`src/rtl/align_pkg.sv`:
```
// Shared encodings for the alignment datapath: direction codes written by the
// scoring array, edit-operation codes, and the traceback FSM state type.
package align_pkg;

    localparam logic [2:0] DIR_STOP   = 3'b000;
    localparam logic [2:0] DIR_DIAG_M = 3'b001;
    localparam logic [2:0] DIR_DIAG_X = 3'b010;
    localparam logic [2:0] DIR_UP     = 3'b011;
    localparam logic [2:0] DIR_LEFT   = 3'b100;

    localparam logic [1:0] OP_MATCH    = 2'b00;
    localparam logic [1:0] OP_MISMATCH = 2'b01;
    localparam logic [1:0] OP_INS      = 2'b10;
    localparam logic [1:0] OP_DEL      = 2'b11;

    typedef enum logic [2:0] {
        S_IDLE   = 3'd0,
        S_FETCH  = 3'd1,
        S_WAIT   = 3'd2,
        S_EMIT   = 3'd3,
        S_FINISH = 3'd4
    } state_t;

endpackage

```
`src/rtl/tb_step_decode.sv`:
```
// Decodes one direction code at cell (row, col) into the emitted operation and
// the predecessor cell; flags STOP and any illegal code or off-matrix move.
module tb_step_decode
    import align_pkg::*;
#(
    parameter int ROW_W = 5,
    parameter int COL_W = 5
) (
    input  logic [2:0]       code,
    input  logic [ROW_W-1:0] row,
    input  logic [COL_W-1:0] col,
    output logic [1:0]       op,
    output logic [ROW_W-1:0] next_row,
    output logic [COL_W-1:0] next_col,
    output logic             stop,
    output logic             illegal
);

    always_comb begin
        op       = OP_MATCH;
        next_row = row;
        next_col = col;
        stop     = 1'b0;
        illegal  = 1'b0;
        case (code)
            DIR_STOP: stop = 1'b1;
            DIR_DIAG_M, DIR_DIAG_X: begin
                op = (code == DIR_DIAG_M) ? OP_MATCH : OP_MISMATCH;
                if (row == '0 || col == '0) begin
                    illegal = 1'b1;
                end else begin
                    next_row = row - 1'b1;
                    next_col = col - 1'b1;
                end
            end
            DIR_UP: begin
                op = OP_INS;
                if (row == '0) illegal = 1'b1;
                else           next_row = row - 1'b1;
            end
            DIR_LEFT: begin
                op = OP_DEL;
                if (col == '0) illegal = 1'b1;
                else           next_col = col - 1'b1;
            end
            default: illegal = 1'b1;
        endcase
    end

endmodule

```
`src/rtl/align_traceback.sv`:
```
// Walks the direction memory backward from an end cell and streams the
// alignment as edit operations over a valid/ready interface.
//
// state  | meaning
// IDLE   | waiting for start
// FETCH  | read strobe for the current cell is out (or (0,0) reached)
// WAIT   | direction code arrives; decode it
// EMIT   | operation held on op_valid until op_ready
// FINISH | done pulse (err if aborted), busy drops
module align_traceback
    import align_pkg::*;
#(
    parameter int QLEN  = 16,
    parameter int SLEN  = 16,
    parameter int ROW_W = $clog2(QLEN + 1),
    parameter int COL_W = $clog2(SLEN + 1)
) (
    input  logic                   clk,
    input  logic                   rst_n,
    input  logic                   start,
    input  logic [ROW_W-1:0]       start_row,
    input  logic [COL_W-1:0]       start_col,
    output logic                   mem_rd_en,
    output logic [ROW_W+COL_W-1:0] mem_rd_addr,
    input  logic [2:0]             mem_rd_data,
    output logic                   op_valid,
    input  logic                   op_ready,
    output logic [1:0]             op,
    output logic [ROW_W-1:0]       op_row,
    output logic [COL_W-1:0]       op_col,
    output logic                   busy,
    output logic                   done,
    output logic                   err,
    output logic [ROW_W+COL_W-1:0] path_len
);

    localparam int                   PW      = ROW_W + COL_W;
    localparam logic [ROW_W-1:0]     ROW_MAX = ROW_W'(QLEN);
    localparam logic [COL_W-1:0]     COL_MAX = COL_W'(SLEN);
    localparam logic [PW-1:0]        LEN_MAX = PW'(QLEN + SLEN);

    state_t           state;
    logic [ROW_W-1:0] row;
    logic [COL_W-1:0] col;

    logic [1:0]       dec_op;
    logic [ROW_W-1:0] dec_row;
    logic [COL_W-1:0] dec_col;
    logic             dec_stop;
    logic             dec_illegal;
    logic [PW-1:0]    len_next;

    tb_step_decode #(
        .ROW_W (ROW_W),
        .COL_W (COL_W)
    ) u_step_decode (
        .code     (mem_rd_data),
        .row      (row),
        .col      (col),
        .op       (dec_op),
        .next_row (dec_row),
        .next_col (dec_col),
        .stop     (dec_stop),
        .illegal  (dec_illegal)
    );

    assign len_next = path_len + 1'b1;

    // row/col advance to the predecessor cell when the op is loaded, so the
    // read for the next cell can be launched on the handshake edge itself.
    always_ff @(posedge clk or negedge rst_n) begin
        if (!rst_n) begin
            state       <= S_IDLE;
            row         <= '0;
            col         <= '0;
            mem_rd_en   <= 1'b0;
            mem_rd_addr <= '0;
            op_valid    <= 1'b0;
            op          <= OP_MATCH;
            op_row      <= '0;
            op_col      <= '0;
            busy        <= 1'b0;
            done        <= 1'b0;
            err         <= 1'b0;
            path_len    <= '0;
        end else begin
            done      <= 1'b0;
            err       <= 1'b0;
            mem_rd_en <= 1'b0;
            case (state)
                S_IDLE: begin
                    if (start) begin
                        busy     <= 1'b1;
                        path_len <= '0;
                        if (start_row <= ROW_MAX && start_col <= COL_MAX) begin
                            row         <= start_row;
                            col         <= start_col;
                            mem_rd_en   <= |{start_row, start_col};
                            mem_rd_addr <= {start_row, start_col};
                            state       <= S_FETCH;
                        end else begin
                            done  <= 1'b1;
                            err   <= 1'b1;
                            state <= S_FINISH;
                        end
                    end
                end
                S_FETCH: begin
                    if (row == '0 && col == '0) begin
                        done  <= 1'b1;
                        state <= S_FINISH;
                    end else begin
                        state <= S_WAIT;
                    end
                end
                S_WAIT: begin
                    if (dec_illegal) begin
                        done  <= 1'b1;
                        err   <= 1'b1;
                        state <= S_FINISH;
                    end else if (dec_stop) begin
                        done  <= 1'b1;
                        state <= S_FINISH;
                    end else begin
                        op       <= dec_op;
                        op_row   <= row;
                        op_col   <= col;
                        op_valid <= 1'b1;
                        row      <= dec_row;
                        col      <= dec_col;
                        state    <= S_EMIT;
                    end
                end
                S_EMIT: begin
                    if (op_ready) begin
                        op_valid <= 1'b0;
                        path_len <= len_next;
                        if (len_next == LEN_MAX) begin
                            done  <= 1'b1;
                            err   <= 1'b1;
                            state <= S_FINISH;
                        end else begin
                            mem_rd_en   <= |{row, col};
                            mem_rd_addr <= {row, col};
                            state       <= S_FETCH;
                        end
                    end
                end
                S_FINISH: begin
                    busy  <= 1'b0;
                    state <= S_IDLE;
                end
                default: state <= S_IDLE;
            endcase
        end
    end

endmodule

```
`config.mk`:
```
export PLATFORM = sky130hd
export DESIGN_NAME = align_traceback
export DESIGN_NICKNAME = d
export VERILOG_FILES = /design/src/rtl/align_pkg.sv /design/src/rtl/tb_step_decode.sv /design/src/rtl/align_traceback.sv
export SDC_FILE = /design/constraint.sdc
export NUM_CORES = 1
export LEC_CHECK = 0
export ABC_AREA = 1
export ABC_CLOCK_PERIOD_IN_PS = 3700
export CAP_MARGIN = 20
export CORE_AREA = 2 2 105 56
export DETAILED_ROUTE_END_ITERATION = 16
export DIE_AREA = 0 0 107 58
export DONT_BUFFER_PORTS = 1
export PLACE_DENSITY = 0.68
export SLEW_MARGIN = 5
export SYNTH_ARGS = -nofsm -noshare
export SYNTH_HDL_FRONTEND = slang
export SYNTH_SLANG_ARGS = --single-unit
```
`constraint.sdc`:
```
create_clock -name clk -period 3.7 [get_ports clk]
set_clock_uncertainty 0.2 [all_clocks]
set_input_delay 0.74 -clock clk [delete_from_list [all_inputs] [get_ports clk]]
set_output_delay 0.74 -clock clk [all_outputs]
set_load 0.02 [all_outputs]
```
==> reports/metrics.cfg, run 1 <==
[floorplanning]
die_width_um=107
initial_utilization=0.534
die_y_um=58
ioPinCount=54
core-area_um2=5300
dieArea_um2=6210
rows=19

[sta]
max_slew_margin=0.612
min_period_ns=2.37
report.final.slew_viol_count=0
fmax_mhz=422
finalHoldViolCount=0
fin_ws_ns=1.33
whs_ns=0.0683
finalSetupTns_ns=0
rsz0062_at_grt=no
setup_viol=0
finalCritPeriodShare=0.640
worst_slew_pin_slew_ns=0.581

[synthesis]
synth_area_leaders=dfrtp_1 44%, nand2_1 16%, o21ai_0 5.3%
synth.largest_area_cell=dfrtp_1
syn_area_per_cell_um2=7.49
synth_warnings=0
netlist_area_um2=2830
ys_types=30
synthCells=378
yosysTopAreaCellShare=0.442
yosysSeqAreaShare=0.442
ys_ff_latch=50
synth_nets=400

[status]
status=completed

[setup_path]
critPathBufInv=0
crit_top_cell=nand2_1
path_max_fanout=11
cp.arrival_ns=2.41
crit_slowest_cell=dfrtp_1
slowest_delay_ns=0.61
r2r_end=mem_rd_addr[0]
cp-start-kind=flip-flop
r2r_cells=13
reg2reg_slack_ns=1.33
critPathKind=flip-flop to flip-flop
worstSetupEndpointType=flip-flop
r2r-start=path_len[0]
crit_chain=ha_1 > nand2_2 > nor2_4 > nand2_1 > nand2_1 > nand2_1 > nor2_2 > nand3_2 > nand2_2 > nand2_4 > nand2_4 > nand2_1 > nand2_1
critPathRequiredTime_ns=3.74
crit_family=simple AND/OR/NAND/NOR gates

[clocking]
tritoncts=built
cts_buffers=5
cts_root_buffer=clkbuf_8
clk_pin_slew_ns=0.09
cts_resized=0
post_cts_buffers=0
clk-insertion-delay-late_ns=0.31
cts_sinks=50
htreeDepth=2
clockBufferDepth=2

[detailed_routing]
routedWlPerCell_um=14.9
drt-vias-per-instance=5.40
drc_errors=0
dr.first_iter.drc_count=223
antenna_left=0
vias=2453
wl_mm=6.78
firstDrtPassIters=5

[power]
p_per_area_nw_per_um2=780
swShare=0.491
p_int_mw=1.19
combPwrFrac=0.393
power.switching_mw=1.15
clkPwrFrac=0.143
peakVddDrop_mv=0.435
seqPwrFrac=0.464
p_leak_nw=1.44

[grt]
grt_max_degree=51
overflow=0
grt_pass1_vias=2223
antenna_found_initial=0
grt_usage=0.239
grt_first_pass_wirelength_mm=11.4

[final_layout]
antenna_cells=0
synthToLayoutAreaGrowth_pct=6.23
final_nets=402
drive_above_1_share=0.110

[placement]
place_congestion=0.843
numPortBuffers=0
hpwl_mm=5.15
dp_worst_setup_slack_ns=1.32

[hold_path]
hp-class=input pin to asynchronous set/reset pin

[run]
max_cap_viol_count=0

## power groups by stage
stage          Combinational, mW  Clock (mW)  Sequential (mW)
2_1_floorplan              0.742           0             1.05
3_3_place_gp               0.865           0             1.10
3_5_place_dp               0.895           0             1.10
4_1_cts                    0.916       0.341             1.09
5_1_grt                     1.06       0.370             1.12
6_report                   0.922       0.335             1.09
## placed cells by master, fill, tap and decap left out
master	n
nand3_2	8
xor2_1	2
a31oi_1	1
nor3_2	1
nor3_1	1
nand2_2	6
nor2_2	5
o211ai_1	1
clkbuf_1	1
clkbuf_8	6
nand4_1	5
dfrtp_1	50
nor4_1	1
nor2_1	24
nand3_1	22
nor2_4	4
o22ai_1	4
a21oi_1	2
nand3_4	1
ha_1	5
nand2_4	2
o21ai_1	24
buf_16	1
nand2_1	124
o21ai_0	30
inv_1	38
o21a_1	2
o31ai_1	1
clkinv_1	1
clkinv_2	1
inv_2	7
## registers in the layout, indices dropped and copies added (netlist names), 2 cells and up
name and cells:
mem_rd_addr 10, row 5, path_len 10, op_col 5
op_row 5, col 5, state 3, op 2
## synthesized netlist by cell type
cell,count
dfrtp_1,50
nand3_1,22
a31oi_1,1
inv_2,7
clkinv_1,1
nand4_1,5
o21ai_0,30
nand3_2,8
nor3_2,1
nor2_4,4
nor4_1,1
nor2_1,24
o22ai_1,4
xor2_1,2
o211ai_1,1
o21ai_1,24
clkbuf_1,2
nand2_4,2
inv_1,38
o21a_1,2
ha_1,5
nand3_4,1
buf_6,1
nor2_2,5
nor3_1,1
a21oi_1,2
o31ai_1,1
nand2_2,6
nand2_1,124
buf_2,3
## area by class of cell
type                    count  area [um^2]
clock buffers               7         86.3
fillers                   500         2290
inverters                  46          173
repair buffers              1         27.5
well taps                  73         91.3
multi-input cells         276         1370
flip-flops and latches     50         1250
clock inverters             1         5.00
## through the flow
| stage | area (um^2) | std cells | utilization | power (mW) |
|---|---|---|---|---|
| global placement | 2890 | 445 | 0.545 | 1.97 |
| CTS | 3010 | 454 | 0.567 | 2.35 |
| detailed placement | 2890 | 445 | 0.545 | 2.00 |
| global route | 3010 | 454 | 0.567 | 2.55 |
| finish | 3010 | 454 | 0.567 | 2.35 |
| floorplan | 2830 | 378 | - | 1.79 |
## routing by layer
metal  routed length [um]  vias to the layer above  GRT usage
met5                    0                        -          0
met4                   37                        0     0.0482
met3                  485                        6     0.0697
met2                 2520                       74      0.312
met1                 3730                     1151      0.385
li1                     -                     1222          -
## what timing repair did
action                                  4_1_cts  5_1_grt
endpoints found under the hold margin        50        0
hold buffers                                  1        0
endpoints found under the setup margin        0        0
## how the worst max path moves through the flow
stage	end	slack (ns)	cells after the start	start
after floorplan	mem_rd_addr[0]	1.66	13	path_len[0]
after global placement	mem_rd_addr[3]	1.40	10	start_row[2]
after detailed placement	mem_rd_addr[0]	1.32	10	start_row[2]
after CTS	mem_rd_addr[0]	1.35	13	path_len[0]
after global routing	mem_rd_addr[0]	1.11	13	path_len[0]
final	mem_rd_addr[0]	1.33	13	path_len[0]
## cell families after synthesis
group           synth area share
fa+ha+maj                 0.0221
compound gates             0.121
simple gates               0.336
buf+inv                   0.0729
flops                      0.442
xor+xnor                 0.00619
Power figures use the tool's default switching activity.
==> inputs of run 2 (changes only) <==
Settings changed: ABC_CLOCK_PERIOD_IN_PS 3700 to 2400.
Clock period 3.7 ns to 2.4 ns, I/O delays scaled along.
==> run 2 against run 1 <==
Sequential share of layout area is 0.83 points lower. Clock power is 57% higher. Maximum frequency is 7.8% higher. Final cell count is 1.3% higher. Critical endpoint is now row[2]. Global-route usage is 0.29 points higher. Total power is 56% higher. Core utilization is 1.2 points higher. Die area stayed put. Sequential cell count stayed put. Worst hold slack better by 0.098 ns.
==> reports/metrics.cfg, run 2 (synthesized netlist as in run 1, its figures left out) <==
[status]
status=completed

[final_layout]
reg.largest.list=mem_rd_addr (10), path_len (10)
antenna_cells=0  ; unchanged
synthToLayoutAreaGrowth_pct=8.40
drive_above_1_share=0.124  ; +0.0138
final_common_cell=nand2_1
final_nets=408  ; +1.5%
final_cell_mix=124 x nand2_1, 50 x dfrtp_1, 38 x inv_1
fill_cells=489  ; -2.2%

[floorplanning]
die_width_um=107  ; unchanged
rows=19  ; unchanged
core-area_um2=5300  ; unchanged
die_y_um=58  ; unchanged
initial_utilization=0.534  ; unchanged
dieArea_um2=6210  ; unchanged
ioPinCount=54  ; unchanged

[detailed_routing]
dr.first_iter.drc_count=234  ; +4.9%
wl_mm=7.09  ; +4.6%
drt-vias-per-instance=5.42  ; +0.39%
antenna_left=0  ; unchanged
drc_errors=0  ; unchanged
firstDrtPassIters=5  ; unchanged
vias=2495  ; +1.7%
routedWlPerCell_um=15.4  ; +3.3%

[grt]
grt_pass1_vias=2140  ; -3.7%
overflow=0  ; unchanged
grt_max_degree=51  ; unchanged
antenna_found_initial=0  ; unchanged
grt_first_pass_wirelength_mm=11.3  ; -0.66%
grt_usage=0.242  ; +0.00286

[power]
p_per_area_nw_per_um2=1190  ; +53%
power.switching_mw=1.81  ; +57%
p_leak_nw=1.47  ; +1.8%
p_int_mw=1.86  ; +56%
swShare=0.492  ; +0.00130
clkPwrFrac=0.143  ; about the same
seqPwrFrac=0.457  ; -0.007
peakVddDrop_mv=0.691  ; +59%
combPwrFrac=0.400  ; +0.007

[clocking]
cts_root_buffer=clkbuf_8
clk-insertion-delay-late_ns=0.31  ; about the same
clk_pin_slew_ns=0.09  ; about the same
cts_buffers=5  ; unchanged
cts_sinks=50  ; unchanged
tritoncts=built
htreeDepth=2  ; unchanged
clockBufferDepth=2  ; unchanged

[setup_path]
crit_chain=inv_1 > ha_1 > nand2_1 > nor2_1 > nand2_2 > inv_2 > nand2_1 > nand4_1 > nand2_1 > nand3_2 > nand2_1 > o21ai_1
cp-start-kind=flip-flop
slowest_delay_ns=0.42  ; -0.19 ns
worstSetupEndpointType=flip-flop
reg2reg_slack_ns=0.20  ; -1.13 ns
critPathRequiredTime_ns=2.43  ; -1.31 ns
crit_slowest_cell=dfrtp_1
critPathKind=flip-flop to flip-flop
cp.arrival_ns=2.23  ; -0.18 ns
path_max_fanout=10  ; -1
crit_top_cell=nand2_1

[sta]
setup_viol=0  ; unchanged
report.final.slew_viol_count=0  ; unchanged
min_period_ns=2.20  ; -0.171 ns
finalHoldViolCount=0  ; unchanged
max_slew_margin=0.619  ; +0.00684
finalSetupTns_ns=0  ; unchanged
fmax_mhz=455  ; +7.8%
fin_ws_ns=0.204  ; -1.13 ns
worst_slew_pin_slew_ns=0.571  ; -0.0103 ns
finalCritPeriodShare=0.915  ; +0.275

[placement]
place_congestion=0.868  ; +3.0%
dp_worst_setup_slack_ns=0.245  ; -1.08 ns
hpwl_mm=5.16  ; +0.31%
numPortBuffers=0  ; unchanged

[hold_path]
hp-class=input pin to flip-flop

[run]
max_cap_viol_count=0  ; unchanged

## run 2: layer usage
| layer | routed length (um) | track usage | up-vias | share of wire |
|---|---|---|---|---|
| met5 | 0 | 0 | - | 0 |
| met4 | 61 | 0.0594 | 0 | 0.0086 |
| met1 | 3770 | 0.400 | 1154 | 0.53 |
| li1 | - | - | 1247 | - |
| met3 | 567 | 0.0675 | 9 | 0.080 |
| met2 | 2690 | 0.300 | 85 | 0.38 |
## run 2: worst paths after layout
kind / startpoint / endpoint / cells after the start
max reg2reg: row[0] / row[2] / 12
max in group asynchronous: rst_n / op[1] / 2
min: start_row[3] / row[3] / 2
min in group asynchronous: rst_n / path_len[5] / 2
max: row[0] / row[2] / 12
min reg2reg: col[4] / col[4] / 2
## run 2: layout make-up
class | count | area (um^2) | area share
multi-input cells | 277 | 1390 | 0.453
flip-flops and latches | 50 | 1250 | 0.408
inverters | 46 | 173 | 0.0563
well taps | 73 | 91.3 | 0.0298
clock buffers | 6 | 82.6 | 0.0269
repair buffers | 6 | 67.6 | 0.0220
clock inverters | 2 | 12.5 | 0.00408
## run 2: critical path, delay by kind of cell, from the launching register on
kind | cells | cell delay (ns)
compound gates | 1 | 0.08
fa+ha+maj | 1 | 0.20
buf+inv | 2 | 0.22
flops | 1 | 0.42
simple gates | 8 | 0.99
## run 2: repair_timing
| item | CTS | global route |
|---|---|---|
| hold endpoints to repair | 50 | 0 |
| endpoints found under the setup margin | 0 | 2 |
| hold buffers | 2 | 0 |
| gates resized for setup | 0 | 1 |
| buffers inserted | 0 | 0 |
## run 2: per-stage QoR
step           std cells   util  power, mW  instance area, um^2  hold WS (ns)
2_1_floorplan        378      -       2.77                 2830       -0.0156
3_3_place_gp         449  0.551       3.04                 2920       -0.0146
3_5_place_dp         449  0.551       3.08                 2920       -0.0146
4_1_cts              459  0.576       3.63                 3050         0.165
5_1_grt              460  0.579       3.94                 3070         0.169
6_report             460  0.579       3.67                 3070         0.166
## run 2: power by group through the flow
stage / combinational, mW / clock [mW] / sequential (mW)
6_report: 1.47 / 0.525 / 1.68
5_1_grt: 1.65 / 0.570 / 1.72
3_5_place_dp: 1.39 / 0 / 1.69
2_1_floorplan: 1.14 / 0 / 1.62
3_3_place_gp: 1.35 / 0 / 1.69
4_1_cts: 1.42 / 0.533 / 1.68
